$ cat src/rtl/branch_resolve_unit.sv
// branch_resolve_unit: multicycle branch compare (CMP_W bits/cycle, MSB slice first) plus pc+imm target.
// Define BRANCH_EARLY_EXIT_EN to leave CMP on the first differing slice.
module branch_resolve_unit #(
   parameter int XLEN  = 32,
   parameter int CMP_W = 8
) (
   input  logic            clk_i,
   input  logic            reset_i,
   input  logic            start_i,
   input  logic            beq_i,
   input  logic            bne_i,
   input  logic            blt_i,
   input  logic            bge_i,
   input  logic            bltu_i,
   input  logic            bgeu_i,
   input  logic [XLEN-1:0] rs1_i,
   input  logic [XLEN-1:0] rs2_i,
   input  logic [XLEN-1:0] pc_i,
   input  logic [XLEN-1:0] imm_i,
   output logic            busy_o,
   output logic            done_o,
   output logic            taken_o,
   output logic [XLEN-1:0] target_o,
   output logic            pc_write_o,
   output logic            illegal_o
);
   localparam int N  = XLEN / CMP_W;
   localparam int SW = (N > 1) ? $clog2(N) : 1;
   localparam logic [SW-1:0] S_TOP = SW'(N - 1);
   typedef enum logic [1:0] {IDLE, CMP, DONE} state_t;
   state_t state_q, state_d;
   logic [SW-1:0] s_q;
   logic [XLEN-1:0] rs1_q, rs2_q, target_q;
   logic [5:0] op_q, strb;
   logic eq_q, eq_d, lt_q, lt_d, taken_q, taken_d, illegal_q;
   logic one_hot, signed_op, diff, last;
   logic [CMP_W-1:0] a_sl, b_sl;
   assign strb      = {beq_i, bne_i, blt_i, bge_i, bltu_i, bgeu_i};
   assign one_hot   = (strb != '0) && ((strb & (strb - 6'd1)) == '0);
   assign signed_op = op_q[3] | op_q[2];
   always_ff @(posedge clk_i or posedge reset_i) begin
      if (reset_i) state_q <= IDLE;
      else         state_q <= state_d;
   end
   always_comb begin
      state_d = state_q;
      case (state_q)
         IDLE:    if (start_i) state_d = one_hot ? CMP : DONE;
         CMP:     if (last) state_d = DONE;
         default: state_d = IDLE;
      endcase
   end
   // Signed compare: flipping the sign bit of the top slice makes unsigned order match signed order.
   always_comb begin
      a_sl = rs1_q[s_q*CMP_W +: CMP_W];
      b_sl = rs2_q[s_q*CMP_W +: CMP_W];
      if (signed_op && s_q == S_TOP) begin
         a_sl[CMP_W-1] = ~a_sl[CMP_W-1];
         b_sl[CMP_W-1] = ~b_sl[CMP_W-1];
      end
   end
   // eq_q doubles as "undecided": only the first differing slice may set lt.
   assign diff = a_sl != b_sl;
   assign eq_d = eq_q & ~diff;
   assign lt_d = (eq_q & diff) ? (a_sl < b_sl) : lt_q;
`ifdef BRANCH_EARLY_EXIT_EN
   assign last = (s_q == '0) || (eq_q && diff);
`else
   assign last = (s_q == '0);
`endif
   assign taken_d = (op_q[5] & eq_d) | (op_q[4] & ~eq_d)
                  | ((op_q[3] | op_q[1]) & lt_d) | ((op_q[2] | op_q[0]) & ~lt_d);
   always_ff @(posedge clk_i or posedge reset_i) begin
      if (reset_i) begin
         rs1_q     <= '0;
         rs2_q     <= '0;
         op_q      <= '0;
         target_q  <= '0;
         taken_q   <= 1'b0;
         illegal_q <= 1'b0;
         s_q       <= S_TOP;
         eq_q      <= 1'b1;
         lt_q      <= 1'b0;
      end else if (state_q == IDLE && start_i) begin
         rs1_q     <= rs1_i;
         rs2_q     <= rs2_i;
         op_q      <= strb;
         target_q  <= pc_i + imm_i;
         taken_q   <= 1'b0;
         illegal_q <= ~one_hot;
         s_q       <= S_TOP;
         eq_q      <= 1'b1;
         lt_q      <= 1'b0;
      end else if (state_q == CMP) begin
         eq_q <= eq_d;
         lt_q <= lt_d;
         if (last) taken_q <= taken_d;
         else      s_q <= s_q - 1'b1;
      end
   end
   always_comb begin
      busy_o     = state_q != IDLE;
      done_o     = state_q == DONE;
      pc_write_o = done_o & taken_q;
      taken_o    = taken_q;
      target_o   = target_q;
      illegal_o  = illegal_q;
   end
endmodule

$ cat config.mk
export PLATFORM = sky130hd
export DESIGN_NAME = branch_resolve_unit
export DESIGN_NICKNAME = d
export VERILOG_FILES = /design/src/rtl/branch_resolve_unit.sv
export SDC_FILE = /design/constraint.sdc
export NUM_CORES = 1
export LEC_CHECK = 0
export CAP_MARGIN = 20
export CORE_AREA = 2 2 151 153
export CTS_CLUSTER_SIZE = 30
export DETAILED_ROUTE_END_ITERATION = 8
export DIE_AREA = 0 0 153 155
export GPL_TIMING_DRIVEN = 0
export PLACE_DENSITY = 0.59
export SLEW_MARGIN = 10
export SYNTH_ARGS = -nofsm -noshare
export SYNTH_HDL_FRONTEND = slang
export SYNTH_SLANG_ARGS = --single-unit
$ cat constraint.sdc
create_clock -name clk_i -period 3.45 [get_ports clk_i]
set_input_delay 0.69 -clock clk_i [delete_from_list [all_inputs] [get_ports clk_i]]
set_output_delay 0.69 -clock clk_i [all_outputs]
set_load 0.01 [all_outputs]
## Yosys cells after proc, flatten, opt, wreduce, memory -nomap -nowiden

Index checks and enable logic that the tools add are counted.

- Register bits after elaboration: 110
- Latch bits: 0
- Memory bits (writable): 0
- Bits in read-only memories: 0
- Bits of input ports: 137
- Output and inout bits: 37
- Logic and storage cells: 73
- Memories: 0

- $add $sub $neg: 3
- $mul: 0
- Divide/modulo/power cells: 0
- Order comparisons: 1
- Equality and inequality tests: 7
- Shift operators: 2
- Multiplexer cells: 17
- Bitwise logic cells: 20
- Reductions and logical operators: 13

Operator list:

| operator | count |
|---|---|
| 32-bit by 6-bit variable part select with 8-bit output | 2 |
| 32-bit adder | 1 |
| 2-bit 2-to-1 mux | 6 |
| 1-bit 2-to-1 mux | 10 |
| 8-bit < comparator | 1 |
| 8-bit != test | 1 |
| 1-bit AND | 7 |
| 6-bit AND | 1 |
| 6-bit logical NOT | 1 |
| 1-bit inverter | 6 |
| 1-bit OR | 6 |
| 2-bit AND reduction | 3 |
| 2-bit nonzero test | 3 |
| 6-bit nonzero test | 1 |
| 6-bit by 1-bit subtractor with 6-bit output, second input constant | 1 |
| 2-bit equality test, second input constant | 2 |
| 2-bit logical NOT | 2 |
| 2-bit != test, second input constant | 2 |
| 2-bit one-hot mux with 2 select lines | 1 |
| 1-bit logical AND | 3 |
| 2-bit by 1-bit equality test with 1-bit output, second input constant | 1 |
| 2-bit by 1-bit != test with 1-bit output, second input constant | 1 |
| 2-bit by 1-bit subtractor with 2-bit output, second input constant | 1 |

## Longest topological paths before layout

- Word-level depth: 14
- Mapped depth: 12
- Mapped depth without buffers: 10

## Worst setup path after synthesis

Ideal clock, no wire load.

- Path kind: register to register
- From: register s_q[0]
- To: register taken_q, in the netlist taken_o
- Setup time: 0.140 ns
- Data arrival time: 3.107 ns
- Required time: 3.310 ns
- Setup slack: 0.203 ns
- Stages on the path, launching flop included: 12
- Buffers on the path: 2
- Cells stage by stage: dfstp_2 > clkbuf_1 > buf_2 > mux4_2 > ha_1 > a21o_1 > a21o_1 > a211oi_1 > o31a_1 > o21ai_0 > o41ai_1 > a22oi_1

- Word-level cells in the longest chain between the ends: 14

RTL lines:

| what | RTL line | RTL |
|---|---|---|
| start: declaration | 32 | `logic [SW-1:0] s_q;` |
| start signal: assignment | 98 | `else s_q <= s_q - 1'b1;` |
| branches (longest 14 deep; another with 8-bit < comparator) | n/a |  |
| end signal: assignment | 97 | `if (last) taken_q <= taken_d;` |
| end: declaration | 35 | `logic eq_q, eq_d, lt_q, lt_d, taken_q, taken_d, illegal_q;` |

Parallel ways; which one is timed is not known. The select of a mux whose other input is x is not followed.
A chain may end at the register's enable or synchronous reset.

## Worst setup path after layout

Same ends and word-level chain as after synthesis.

==> flow_summary_export.csv <==
group,metric,value,unit
run_status,status,"completed",
worst_setup_path,arrival,3.40,ns
floorplanning,num_rows,55,
floorplanning,dieHeight,155,um
logic_synthesis,synth_top_area_share,41.05,%
placed_design,dp_hpwl,15300,um
placed_design,gp_routability_congestion,0.9065,
route,drtPass1Iterations,4,
logic_synthesis,yosysUniqueCellTypes,58,
global_route,antenna_found_initial,1,
worst_setup_path,crit_chain,"buf_4 -> mux4_2 -> ha_1 -> a21o_1 -> a21o_1 -> a211oi_1 -> o31a_1 -> o21ai_0 -> o41ai_1 -> a22oi_1",
min_path,min_to,"rs2_q[16]",
finish,drive_gt1_share,5.016,%
pwr,p_switching,2.428,mW
pwr,p_per_area,716.5,nW/um2
placed_design,placed_cell_area,8675,um2
sta,relSlewSlack,51.20,%
route,wl,19480,um
logic_synthesis,yosysTopAreaCell,"dfrtp_1",
floorplanning,core,22230,um2
logic_synthesis,yosysSeqAreaShare,42.26,%
route,drt_iter0_markers,361,
sta,hold_ws,0.4705,ns
worst_setup_path,reg2reg_slack,0.26,ns
global_route,grt_overflow_total,0,
clock_network,cts_root_buffer,"clkbuf_16",
worst_setup_path,critPathMaxFanout,10,
logic_synthesis,synth_fp_nets,927,
worst_setup_path,rr_startpoint,"s_q[0]",
placed_design,placed_cells,1209,
floorplanning,start_util,29.34,%
sta,max_freq,313.8,MHz
worst_setup_path,r2r-end,"taken_o",
sta,setup_tns,0,ns
worst_setup_path,startpoint_type,"flop",
finish,fin_util,40.43,%
sta,rsz0062_at_grt,"false",
sta,post-route-min-period,3.187,ns
route,ant_nets,0,
finish,final_nets,1112,
floorplanning,die_area,23720,um2
sta,fin_ws,0.2632,ns
worst_setup_path,slowest_delay,0.73,ns
min_path,whs_path_depth,2,
logic_synthesis,syn_area,6523,um2
floorplanning,chipWidth,153,um
route,wl_per_cell,15.93,um
logic_synthesis,synth_cells,748,
sta,hold_viol_final,0,
run,maxCapViolCount,0,
pwr,peakVddDrop,0.3183,mV
clock_network,cts.sinks,110,
clock_network,htree_levels,3,
pwr,p_leak,4.112,nW
worst_setup_path,crit_path_end_kind,"flop",
pwr,p_clk_share,17.6,%
worst_setup_path,crit_top_cell,"a21o_1",
logic_synthesis,synth-edff-count,0,
floorplanning,io_pins,174,
clock_network,clock_latency,0.36,ns
pwr,swShare,37.71,%
route,viasPerCell,4.849,
pwr,total_power,6.438,mW
global_route,grt_pass1_vias,5893,
placed_design,place_ws,-0.3325,ns
pwr,combinationalPowerShare,46.7,%
logic_synthesis,async_reset_ff_share,100.0,%
finish,final_cell_area,8986,um2
finish,area_growth,37.77,%
pwr,seqPwrFrac,35.8,%
sta,fin_crit_sh,92.37,%
finish,finalNonFillerCells,1223,
min_path,hold_path_class,"reg -> reg",
worst_setup_path,cp_data_required_time,3.67,ns
route,drc,0,
pwr,internal_power,4.010,mW
global_route,grt_start_max_net_pins,36,
worst_setup_path,crit_slowest_cell,"dfstp_2",
sta,worstMarginPinSlew,0.7304,ns
clock_network,cts_buffers,9,
logic_synthesis,synth-seq-cells,110,
logic_synthesis,synth_ff_type,"dfrtp_1",
logic_synthesis,yosys_warnings,0,
worst_setup_path,crit_type,"reg -> reg",
clock_network,cts_tree,"built",
logic_synthesis,synth_area_per_cell,8.720,um2
route,vias,5930,
clock_network,clockBufferDepth,2,
worst_setup_path,ff2ff_path_depth,10,
logic_synthesis,netlist_top_cells_area,"dfrtp_1, nand2_1, ha_1",
sta,finalSetupViolations,0,
min_path,hold_start,"rs2_q[16]",
clock_network,clkTransAtPathRegs,0.07,ns
sta,clock_skew,0.006949,ns
global_route,grt_first_pass_wirelength,30920,um
placed_design,portBuffers,173,
sta,drv_slew,0,
global_route,gr-usage-all-layers,16.45,%
-- critical path: cells and delay by family (launching register included) --
family                   cells  cell delay (ns)
AO/OA/AOI/OAI                7             1.10
adder cells (fa/ha/maj)      1             0.33
flip-flops                   1             0.73
multiplexers                 1             0.56
buffers and inverters        1             0.31
-- repair_timing --
action,in CTS,in global routing
buffers inserted,0,0
hold buffers,0,0
endpoints found under the hold margin,0,0
endpoints found under the setup margin,2,1
gates resized for setup,1,2
-- per-layer routing --
metal	share of wire (%)	global-route usage, %	wire length [um]	up-vias
met5	0	0	0	-
met4	2.1	6.217	416	0
met3	4.4	2.368	853	24
met2	48	27.23	9256	147
met1	46	21.96	8951	2816
li1	-	-	-	2943
-- cell usage in the layout (no fill, tap or decap), types with 4 or more instances in the layout --
master / Yosys / routed
mux4_2: 16 / 16
nor3_1: 8 / 8
a211oi_1: 4 / 4
a31oi_1: 5 / 5
clkbuf_1: 28 / 27
nand2_1: 283 / 283
xor2_1: 15 / 15
nor2b_1: 5 / 5
a21o_1: 12 / 12
o21ai_1: 9 / 9
a21oi_1: 37 / 37
nand2b_1: 5 / 5
ha_1: 41 / 41
nand4_1: 10 / 10
dfrtp_1: 107 / 107
and3_1: 6 / 6
o21a_1: 7 / 7
nand3_1: 5 / 5
clkbuf_16: 0 / 9
o211ai_1: 5 / 5
clkdlybuf4s50_1: 0 / 173
nor2_1: 20 / 20
xnor2_1: 12 / 12
o31ai_1: 4 / 4
o21ai_0: 33 / 33
inv_1: 16 / 15
-- area by class of cell --
class | count | area, um2
antenna | 1 | 2.502
multi-input combinational | 588 | 3575
timing repair buffer | 176 | 1792
sequential | 110 | 2756
clock inverter | 4 | 80.08
clock buffer | 11 | 232.7
tap | 285 | 356.6
inverter | 16 | 63.81
fill | 2220 | 13240
buffer | 32 | 127.6
-- state kept, by name (all words and copies together) (netlist names), 2 cells and up --
register	flops
state_q	2
rs1_q	32
rs2_q	32
op_q	6
s_q	2
target_o	32
-- kinds of logic (layout without fill, tap and decap cells) --
| group | Yosys count | count (layout) | share of synthesized area (%) |
|---|---|---|---|
| XOR/XNOR | 27 | 27 | 3.626 |
| buffers and inverters | 50 | 239 | 2.935 |
| adder cells (fa/ha/maj) | 42 | 42 | 8.172 |
| other | 0 | 1 | 0 |
| multiplexers | 20 | 20 | 6.177 |
| flip-flops | 110 | 110 | 42.26 |
| AND/OR/NAND/NOR | 353 | 353 | 22.50 |
| AO/OA/AOI/OAI | 146 | 146 | 14.33 |
-- cells in the mapped netlist, types with 2 or more instances --
| library cell | n |
|---|---|
| nand2_1 | 283 |
| dfrtp_1 | 107 |
| ha_1 | 41 |
| a21oi_1 | 37 |
| o21ai_0 | 33 |
| clkbuf_1 | 28 |
| nor2_1 | 20 |
| inv_1 | 16 |
| mux4_2 | 16 |
| xor2_1 | 15 |
| a21o_1 | 12 |
| xnor2_1 | 12 |
| nand4_1 | 10 |
| o21ai_1 | 9 |
| nor3_1 | 8 |
| o21a_1 | 7 |
| and3_1 | 6 |
| a31oi_1 | 5 |
| nand2b_1 | 5 |
| nand3_1 | 5 |
| nor2b_1 | 5 |
| o211ai_1 | 5 |
| a211oi_1 | 4 |
| o31ai_1 | 4 |
| a211o_1 | 3 |
| a311oi_1 | 3 |
| buf_1 | 3 |
| buf_2 | 3 |
| dfstp_2 | 3 |
| o21bai_1 | 3 |
| and2_1 | 2 |
| mux2_2 | 2 |
| mux2i_1 | 2 |
| nor4_1 | 2 |
| o211a_1 | 2 |
| o311ai_0 | 2 |
| o311ai_1 | 2 |
| o31a_1 | 2 |
| or4_1 | 2 |
-- worst max path at each step --
stage	startpoint	endpoint	slack, ns
after floorplan	s_q[0]	taken_o	0.20
after global placement	s_q[0]	taken_o	-0.28
after detailed placement	s_q[0]	taken_o	-0.33
after CTS	s_q[1]	taken_o	0.04
after global routing	s_q[0]	taken_o	0.001
final	s_q[0]	taken_o	0.26
-- power by group through the flow --
stage	Clock (mW)	Combinational (mW)	Sequential, mW
floorplan	0	1.81	2.27
global placement	0	3.02	2.27
detailed placement	0	3.08	2.28
CTS	1.16	3.07	2.28
global route	1.21	3.35	2.38
finish	1.13	3.00	2.30
No activity file was read; power rests on OpenSTA's default activity.
